**src/rtl/wfifo_burst_ingress_if.sv**
```systemverilog
// Upstream burst stream bundle for wfifo_burst_ingress: valid/ready handshake
// with per-beat payload, burst length and last marker.
interface wfifo_burst_ingress_if #(
  parameter int DSIZE = 8,
  parameter int LENW  = 4
);
  logic             s_valid;
  logic             s_ready;
  logic [DSIZE-1:0] s_data;
  logic [LENW-1:0]  s_len;
  logic             s_last;

  modport master (output s_valid, output s_data, output s_len, output s_last, input s_ready);
  modport slave  (input s_valid, input s_data, input s_len, input s_last, output s_ready);
endinterface

```
**src/rtl/wfifo_burst_ingress.sv**
```systemverilog
// Write-side burst ingress: reserves FIFO space for a whole burst before taking beats.
// Optional macro WFIFO_BURST_INGRESS_STATS_EN adds a saturating stall_cycles counter.
module wfifo_burst_ingress #(
  parameter int DSIZE    = 8,
  parameter int ADDRSIZE = 6,
  parameter int LENW     = 4
) (
  input  logic                wclk,
  input  logic                wrst,
  wfifo_burst_ingress_if.slave s,
  input  logic                wfull,
  input  logic [ADDRSIZE:0]   wbin,
  input  logic [ADDRSIZE:0]   wq2_rptr,
  output logic                winc,
  output logic [DSIZE-1:0]    wdata,
  output logic                burst_active,
  output logic                len_err
`ifdef WFIFO_BURST_INGRESS_STATS_EN
  ,
  output logic [15:0]         stall_cycles
`endif
);

  localparam int PW = ADDRSIZE + 1;
  localparam int LW = LENW + 1;
  localparam logic [PW-1:0] DEPTH = {1'b1, {ADDRSIZE{1'b0}}};

  typedef enum logic [1:0] {IDLE, WAIT, BURST} state_t;

  state_t           state_q, state_d;
  logic [LW-1:0]    len_q, len_d;
  logic [LW-1:0]    rem_q, rem_d;
  logic             winc_q, winc_d;
  logic [DSIZE-1:0] wdata_q, wdata_d;
  logic             burst_q, burst_d;
  logic             len_err_q, len_err_d;
`ifdef WFIFO_BURST_INGRESS_STATS_EN
  logic [15:0]      stall_q, stall_d;
`endif

  logic [PW-1:0] rbin;
  logic [PW-1:0] used;
  logic [PW-1:0] free;
  logic          room;
  logic          accept;

  // Free space also discounts the write currently on winc, which wbin does not yet show.
  always_comb begin
    rbin = '0;
    for (int i = 0; i < PW; i++) begin
      rbin[i] = ^(wq2_rptr >> i);
    end
    used = wbin - rbin;
    free = DEPTH - used - PW'(winc_q);
    room = (free >= PW'(len_q));
  end

  assign s.s_ready = burst_q & ~wfull;
  assign accept    = s.s_valid & s.s_ready;

  always_comb begin
    state_d   = state_q;
    len_d     = len_q;
    rem_d     = rem_q;
    len_err_d = len_err_q;
    winc_d    = accept;
    wdata_d   = accept ? s.s_data : wdata_q;
    unique case (state_q)
      IDLE: begin
        if (s.s_valid) begin
          len_d   = LW'(s.s_len) + LW'(1);
          state_d = WAIT;
        end
      end
      WAIT: begin
        if (room) begin
          rem_d   = len_q;
          state_d = BURST;
        end
      end
      BURST: begin
        // The beat counter alone ends the burst; s_last only feeds the framing flag.
        if (accept) begin
          rem_d = rem_q - LW'(1);
          if (s.s_last != (rem_q == LW'(1))) len_err_d = 1'b1;
          if (rem_q == LW'(1)) state_d = IDLE;
        end
      end
      default: state_d = IDLE;
    endcase
    burst_d = (state_d == BURST);
  end

`ifdef WFIFO_BURST_INGRESS_STATS_EN
  always_comb begin
    stall_d = stall_q;
    if ((state_q == WAIT) && (stall_q != 16'hFFFF)) stall_d = stall_q + 16'd1;
  end
`endif

  always_ff @(posedge wclk) begin
    if (wrst) begin
      state_q   <= IDLE;
      len_q     <= '0;
      rem_q     <= '0;
      winc_q    <= 1'b0;
      wdata_q   <= '0;
      burst_q   <= 1'b0;
      len_err_q <= 1'b0;
`ifdef WFIFO_BURST_INGRESS_STATS_EN
      stall_q   <= '0;
`endif
    end else begin
      state_q   <= state_d;
      len_q     <= len_d;
      rem_q     <= rem_d;
      winc_q    <= winc_d;
      wdata_q   <= wdata_d;
      burst_q   <= burst_d;
      len_err_q <= len_err_d;
`ifdef WFIFO_BURST_INGRESS_STATS_EN
      stall_q   <= stall_d;
`endif
    end
  end

  assign winc         = winc_q;
  assign wdata        = wdata_q;
  assign burst_active = burst_q;
  assign len_err      = len_err_q;
`ifdef WFIFO_BURST_INGRESS_STATS_EN
  assign stall_cycles = stall_q;
`endif

endmodule

```
**src/flat_wrapper.sv**
```systemverilog
// flat-port wrapper written by rule: the top's interface ports become plain ports
module wfifo_burst_ingress_flat 
#(
  parameter int DSIZE    = 8,
  parameter int ADDRSIZE = 6,
  parameter int LENW     = 4
)
  (wclk, wrst, wfull, wbin, wq2_rptr, winc, wdata, burst_active, len_err, s_s_valid, s_s_data, s_s_len, s_s_last, s_s_ready);
  wfifo_burst_ingress_if #(.DSIZE(DSIZE), .LENW(LENW)) s_i ();
  input  logic wclk;
  input  logic wrst;
  input  logic wfull;
  input  logic [ADDRSIZE:0] wbin;
  input  logic [ADDRSIZE:0] wq2_rptr;
  output logic winc;
  output logic [DSIZE-1:0] wdata;
  output logic burst_active;
  output logic len_err;
  input wire logic [$bits(s_i.s_valid)-1:0] s_s_valid;
  input wire logic [$bits(s_i.s_data)-1:0] s_s_data;
  input wire logic [$bits(s_i.s_len)-1:0] s_s_len;
  input wire logic [$bits(s_i.s_last)-1:0] s_s_last;
  output wire logic [$bits(s_i.s_ready)-1:0] s_s_ready;
  assign s_i.s_valid = s_s_valid;
  assign s_i.s_data = s_s_data;
  assign s_i.s_len = s_s_len;
  assign s_i.s_last = s_s_last;
  assign s_s_ready = s_i.s_ready;
  wfifo_burst_ingress #(.DSIZE(DSIZE), .ADDRSIZE(ADDRSIZE), .LENW(LENW)) u_core (.wclk(wclk), .wrst(wrst), .s(s_i), .wfull(wfull), .wbin(wbin), .wq2_rptr(wq2_rptr), .winc(winc), .wdata(wdata), .burst_active(burst_active), .len_err(len_err));
endmodule
```
**config.mk**
```make
export PLATFORM = sky130hd
export DESIGN_NAME = wfifo_burst_ingress_flat
export DESIGN_NICKNAME = d
export VERILOG_FILES = /design/src/rtl/wfifo_burst_ingress_if.sv /design/src/rtl/wfifo_burst_ingress.sv /design/src/flat_wrapper.sv
export SDC_FILE = /design/constraint.sdc
export NUM_CORES = 1
export LEC_CHECK = 0
export ABC_AREA = 1
export CAP_MARGIN = 20
export CORE_ASPECT_RATIO = 0.8
export CORE_MARGIN = 1
export CORE_UTILIZATION = 40
export DETAILED_ROUTE_END_ITERATION = 12
export PLACE_DENSITY = 0.76
export SYNTH_ARGS = -nofsm -noshare
export SYNTH_HDL_FRONTEND = slang
export SYNTH_SLANG_ARGS = --single-unit
```
**constraint.sdc**
```tcl
create_clock -name wclk -period 6.9 [get_ports wclk]
set_input_delay 1.38 -clock wclk [delete_from_list [all_inputs] [get_ports wclk]]
set_output_delay 1.38 -clock wclk [all_outputs]
set_load 0.02 [all_outputs]
```
# Word-level counts from Yosys, hierarchy flattened
# Cells that the tools add are included.
# op_classes
n_addsub	5
multipliers	0
div_mod_pow	0
order_cmp	1
n_eq_ne	7
shift	0
muxes	8
bitwise_logic	3
reduce_logical	12
# op_table
cell	count
7-bit parity	7
5-bit 2-to-1 mux	2
5-bit one-hot mux with 2 select lines	1
2-bit 2-to-1 mux	4
7-bit by 5-bit >= comparator with 1-bit output	1
7-bit by 1-bit subtractor with 7-bit output	1
7-bit subtractor	1
7-bit subtractor, first input constant	1
2-bit one-hot mux with 3 select lines	1
3-bit AND reduction	2
4-bit by 1-bit adder with 5-bit output, second input constant	1
5-bit by 1-bit == test with 1-bit output, second input constant	1
5-bit by 1-bit subtractor with 5-bit output, second input constant	1
2-bit == test, second input constant	2
2-bit by 1-bit != test with 1-bit output, second input constant	2
1-bit AND	2
2-bit by 1-bit == test with 1-bit output, second input constant	1
2-bit logical NOT	1
2-bit AND reduction	1
2-bit nonzero test	1
1-bit != test	1
1-bit NOT	1
# word_totals
reg_bits	23
latchBits	0
mem_bits_rw	0
mem_bits_ro	0
out_inout_bits	12
word_cells	43
n_memories	0

# Depth between registers and ports, before layout
# depth
ltp_word	8
ltp_mapped	19

# Worst setup path after synthesis
# No wires, ideal clock.
# synth_path
path_type	input to register
start	input port wq2_rptr[5]
end	register u_core.rem_q[1]
setup_time_ps	113
arrival_time_ps	4576
path_slack_ps	2211
stages	18
path_buffers	0
cell_sequence	xnor2_2 xnor2_2 xor2_2 xor2_1 fa_1 fa_1 ha_1 fa_1 xor2_1 ha_1 a21oi_1 nand2_1 nor2_1 nand3_2 nand2_1 nand2_1 nand2_1 nor2_1
# synth_via
elab_chain_len	7
word_cells_on_any_way	12
classes_between	3 x add/sub; 1 x order compare; 1 x eq/ne; 7 x reduce/logical
# synth_lines
element	line	rtl
start: declaration	flat_wrapper.sv:14	input logic [ADDRSIZE:0] wq2_rptr;
7-bit parity	wfifo_burst_ingress.sv:51	rbin[i] = ^(wq2_rptr >> i);
7-bit subtractor (*)	wfifo_burst_ingress.sv:53	used = wbin - rbin;
7-bit subtractor (*)	wfifo_burst_ingress.sv:54	free = DEPTH - used - PW'(winc_q);
7-bit by 1-bit subtractor with 7-bit output (*)	wfifo_burst_ingress.sv:54	
7-bit by 5-bit >= comparator with 1-bit output (*)	wfifo_burst_ingress.sv:55	room = (free >= PW'(len_q));
2-bit by 1-bit != test with 1-bit output (no source line) (*)	n/a	
3-bit AND reduction (no source line) (*)	n/a	
end signal: assignment	wfifo_burst_ingress.sv:116	rem_q <= rem_d;
end: declaration	wfifo_burst_ingress.sv:32	logic [LW-1:0] rem_q, rem_d;
# Every way passes the cells marked *; elsewhere a longest branch is shown, timed or not.
# A chain may end at the register's enable or synchronous reset.

# Worst setup path in the final report
# layout_path
start	input port wq2_rptr[6]
end	register u_core.rem_q[1]
# Same word-level chain as after synthesis.

==> flow_metrics.tcl <==
set metrics [dict create \
    clock-root-buffer "clkbuf_8" \
    cp.arrival_ns 5.38 \
    synth_area_leaders "dfxtp_1 (27%), ha_1 (17%), nand2_1 (11%)" \
    initial_core_util_pct 43.0 \
    crit_path_start_kind "primary input" \
    reg2reg_setup_slack_ns 3.69 \
    cts_tree "yes" \
    whs_endpoint "u_core.wdata[5]" \
    hold_viol 0 \
    critPathRequiredTime_ns 7.07 \
    hold_start "u_core.wdata[5]" \
    final_common_cell "nand2_1" \
    dpl-instance-area_um2 2160 \
    tns_ns 0 \
    drv_cap 0 \
    finish.instance_area_um2 2210 \
    synthesis.area_um2 1680 \
    fillerInstances 398 \
    insertion_delay_ns 0.27 \
    cts_hold_buffers 0 \
    core_um2 3900 \
    ys_warn_count 0 \
    multiInputGateArea_um2 1050 \
    rsz0062_at_grt "no" \
    setup_violations 0 \
    syn2layout_area_growth_pct 31.5 \
    yosys.cell_types.count 21 \
    cp-end-kind "flop" \
    h-tree-depth 1 \
    drc_errors 0 \
    syn_nets 289 \
    grt_max_degree 15 \
    fin_skew_ns 0.00151 \
    synth-seq-area-share_pct 27.4 \
    cellLeakagePower_nw 1.01 \
    vias 1540 \
    finalCriticalPeriod_ns 5.21 \
    hold_slack_ns 0.469 \
    synthCells 232 \
    dr.pass1.iters 4 \
    clockBufferDepth 2 \
    hold_path_class "reg2reg" \
    fmax_ghz 0.192 \
    boundaryPins 43 \
    antenna_found_initial 0 \
    vias_per_cell 4.65 \
    cts_setup_buffers 0 \
    reg2reg_from "u_core.winc" \
    min_path_cells 2 \
    crit_type "in2reg" \
    irDropWorstVdd_mv 0.165 \
    final_cell_mix "nand2_1 (50), clkdlybuf4s50_1 (42), inv_1 (39)" \
    ant_nets 0 \
    port_buffers 42 \
    synth_top_area_share_pct 27.4 \
    die_w_um 74.4 \
    cts_inserted_buffers 3 \
    drive_above_1_share_pct 3.26 \
    grt_pass1_vias 1351 \
    relSlewSlack_pct 59.8 \
    wl_per_cell_um 10.0 \
    r2r_cells 15 \
    period_share_pct 75.5 \
    r2r-end "u_core.rem_q[1]" \
    synth-seq-cells 23 \
    critPathMaxFanout 10 \
    status "finished, final reports clean" \
    hpwl_um 2620 \
    grt_overflow 0 \
    num_antenna_cells 0 \
    worstMarginPinSlew_ns 0.602 \
    routed_wirelength_um 3320 \
    powerDensity_nw_per_um2 290 \
    chipHeight_um 59.9 \
    clk_pin_slew_ns 0.08 \
    gp_congestion 0.903 \
    synth_top_cell_by_area "dfxtp_1" \
    power_mw 0.641 \
    track_usage_pct 16.2 \
    syn_avg_cell_area_um2 7.23 \
    row_count 20 \
    cts_sinks 23 \
    final_max_slew_viol_count 0 \
    regArea_um2 460 \
    layout.nets 334 \
    setup_slack_ns 1.69 \
    grt_pass1_wl_um 5530 \
    initialDrtViolationCount 52 \
    place_ws_ns 1.43 \
    die_area_um2 4460 \
    postCtsResizedCells 0 \
]
## worst max-delay path by stage
stage	depth (start not counted)	end	from
after global routing	19	u_core.rem_q[1]	wq2_rptr[6]
after global placement	19	u_core.rem_q[1]	wq2_rptr[6]
after CTS	19	u_core.rem_q[1]	wq2_rptr[6]
after detailed placement	19	u_core.rem_q[1]	wq2_rptr[6]
after floorplan	18	u_core.rem_q[1]	wq2_rptr[5]
final	19	u_core.rem_q[1]	wq2_rptr[6]
## registers in the layout, indices dropped and copies added, names as in the netlist
| register | count |
|---|---|
| u_core.wdata | 8 |
| u_core.len_q | 5 |
| u_core.rem_q | 5 |
| u_core.state_q | 2 |
| u_core.burst_active | 1 |
| u_core.len_err | 1 |
| u_core.winc | 1 |
## cell families after synthesis
family	count (synthesis)	share of synthesized area, %
compound gates	41	12.5
xor+xnor	14	8.65
fa+ha+maj	26	20.7
buf+inv	43	9.69
flops	23	27.4
simple gates	85	21.0
## through the flow
stage / util, % / instances
6_report: 56.5 / 331
5_1_grt: 56.5 / 331
4_1_cts: 56.5 / 331
3_5_place_dp: 55.3 / 327
3_3_place_gp: 55.3 / 327
2_1_floorplan: - / 232
## Yosys cell counts
| master | count |
|---|---|
| nand2_1 | 50 |
| inv_1 | 39 |
| a21oi_1 | 28 |
| dfxtp_1 | 23 |
| ha_1 | 23 |
| nor2_1 | 18 |
| nand3_1 | 13 |
| o21ai_0 | 11 |
| xor2_1 | 6 |
| xnor2_1 | 5 |
| fa_1 | 3 |
| clkinv_1 | 2 |
| nand3b_1 | 2 |
| xnor2_2 | 2 |
| a21boi_1 | 1 |
| buf_2 | 1 |
| clkbuf_1 | 1 |
| nand3_2 | 1 |
| o21a_1 | 1 |
| or2_2 | 1 |
| xor2_2 | 1 |
## per-layer routing
layer  global-route usage (%)  vias up  wire length, um
li1                         -      820                -
met1                     22.5      678             1750
met2                     25.7       40             1320
met3                     4.38        2              232
met4                     2.43        0               12
met5                        0        -                0
## power by group
| part | total, mW | switching (mW) | internal, mW |
|---|---|---|---|
| sequential | 0.176 | 0.0173 | 0.158 |
| clock | 0.0862 | 0.0453 | 0.0409 |
| combinational | 0.379 | 0.217 | 0.162 |
## layout make-up
type	instances	area share, %
multi-input combinational	166	47.8
tap	55	3.12
clock inverter	1	0.340
inverter	41	6.97
timing repair buffer	42	19.0
clock buffer	3	1.87
sequential	23	20.9
## worst max-delay path, cell delays in order
cell and delay [ns]:
clkdlybuf4s50_1 0.48, xnor2_2 0.21, xnor2_2 0.28, xor2_2 0.20, xor2_1 0.11, fa_1 0.38
fa_1 0.37, ha_1 0.22, fa_1 0.41, xor2_1 0.16, ha_1 0.29, a21oi_1 0.18
nand2_1 0.07, nor2_1 0.15, nand3_2 0.20, nand2_1 0.13, nand2_1 0.06, nand2_1 0.05
nor2_1 0.04
Power figures use the tool's default switching activity.
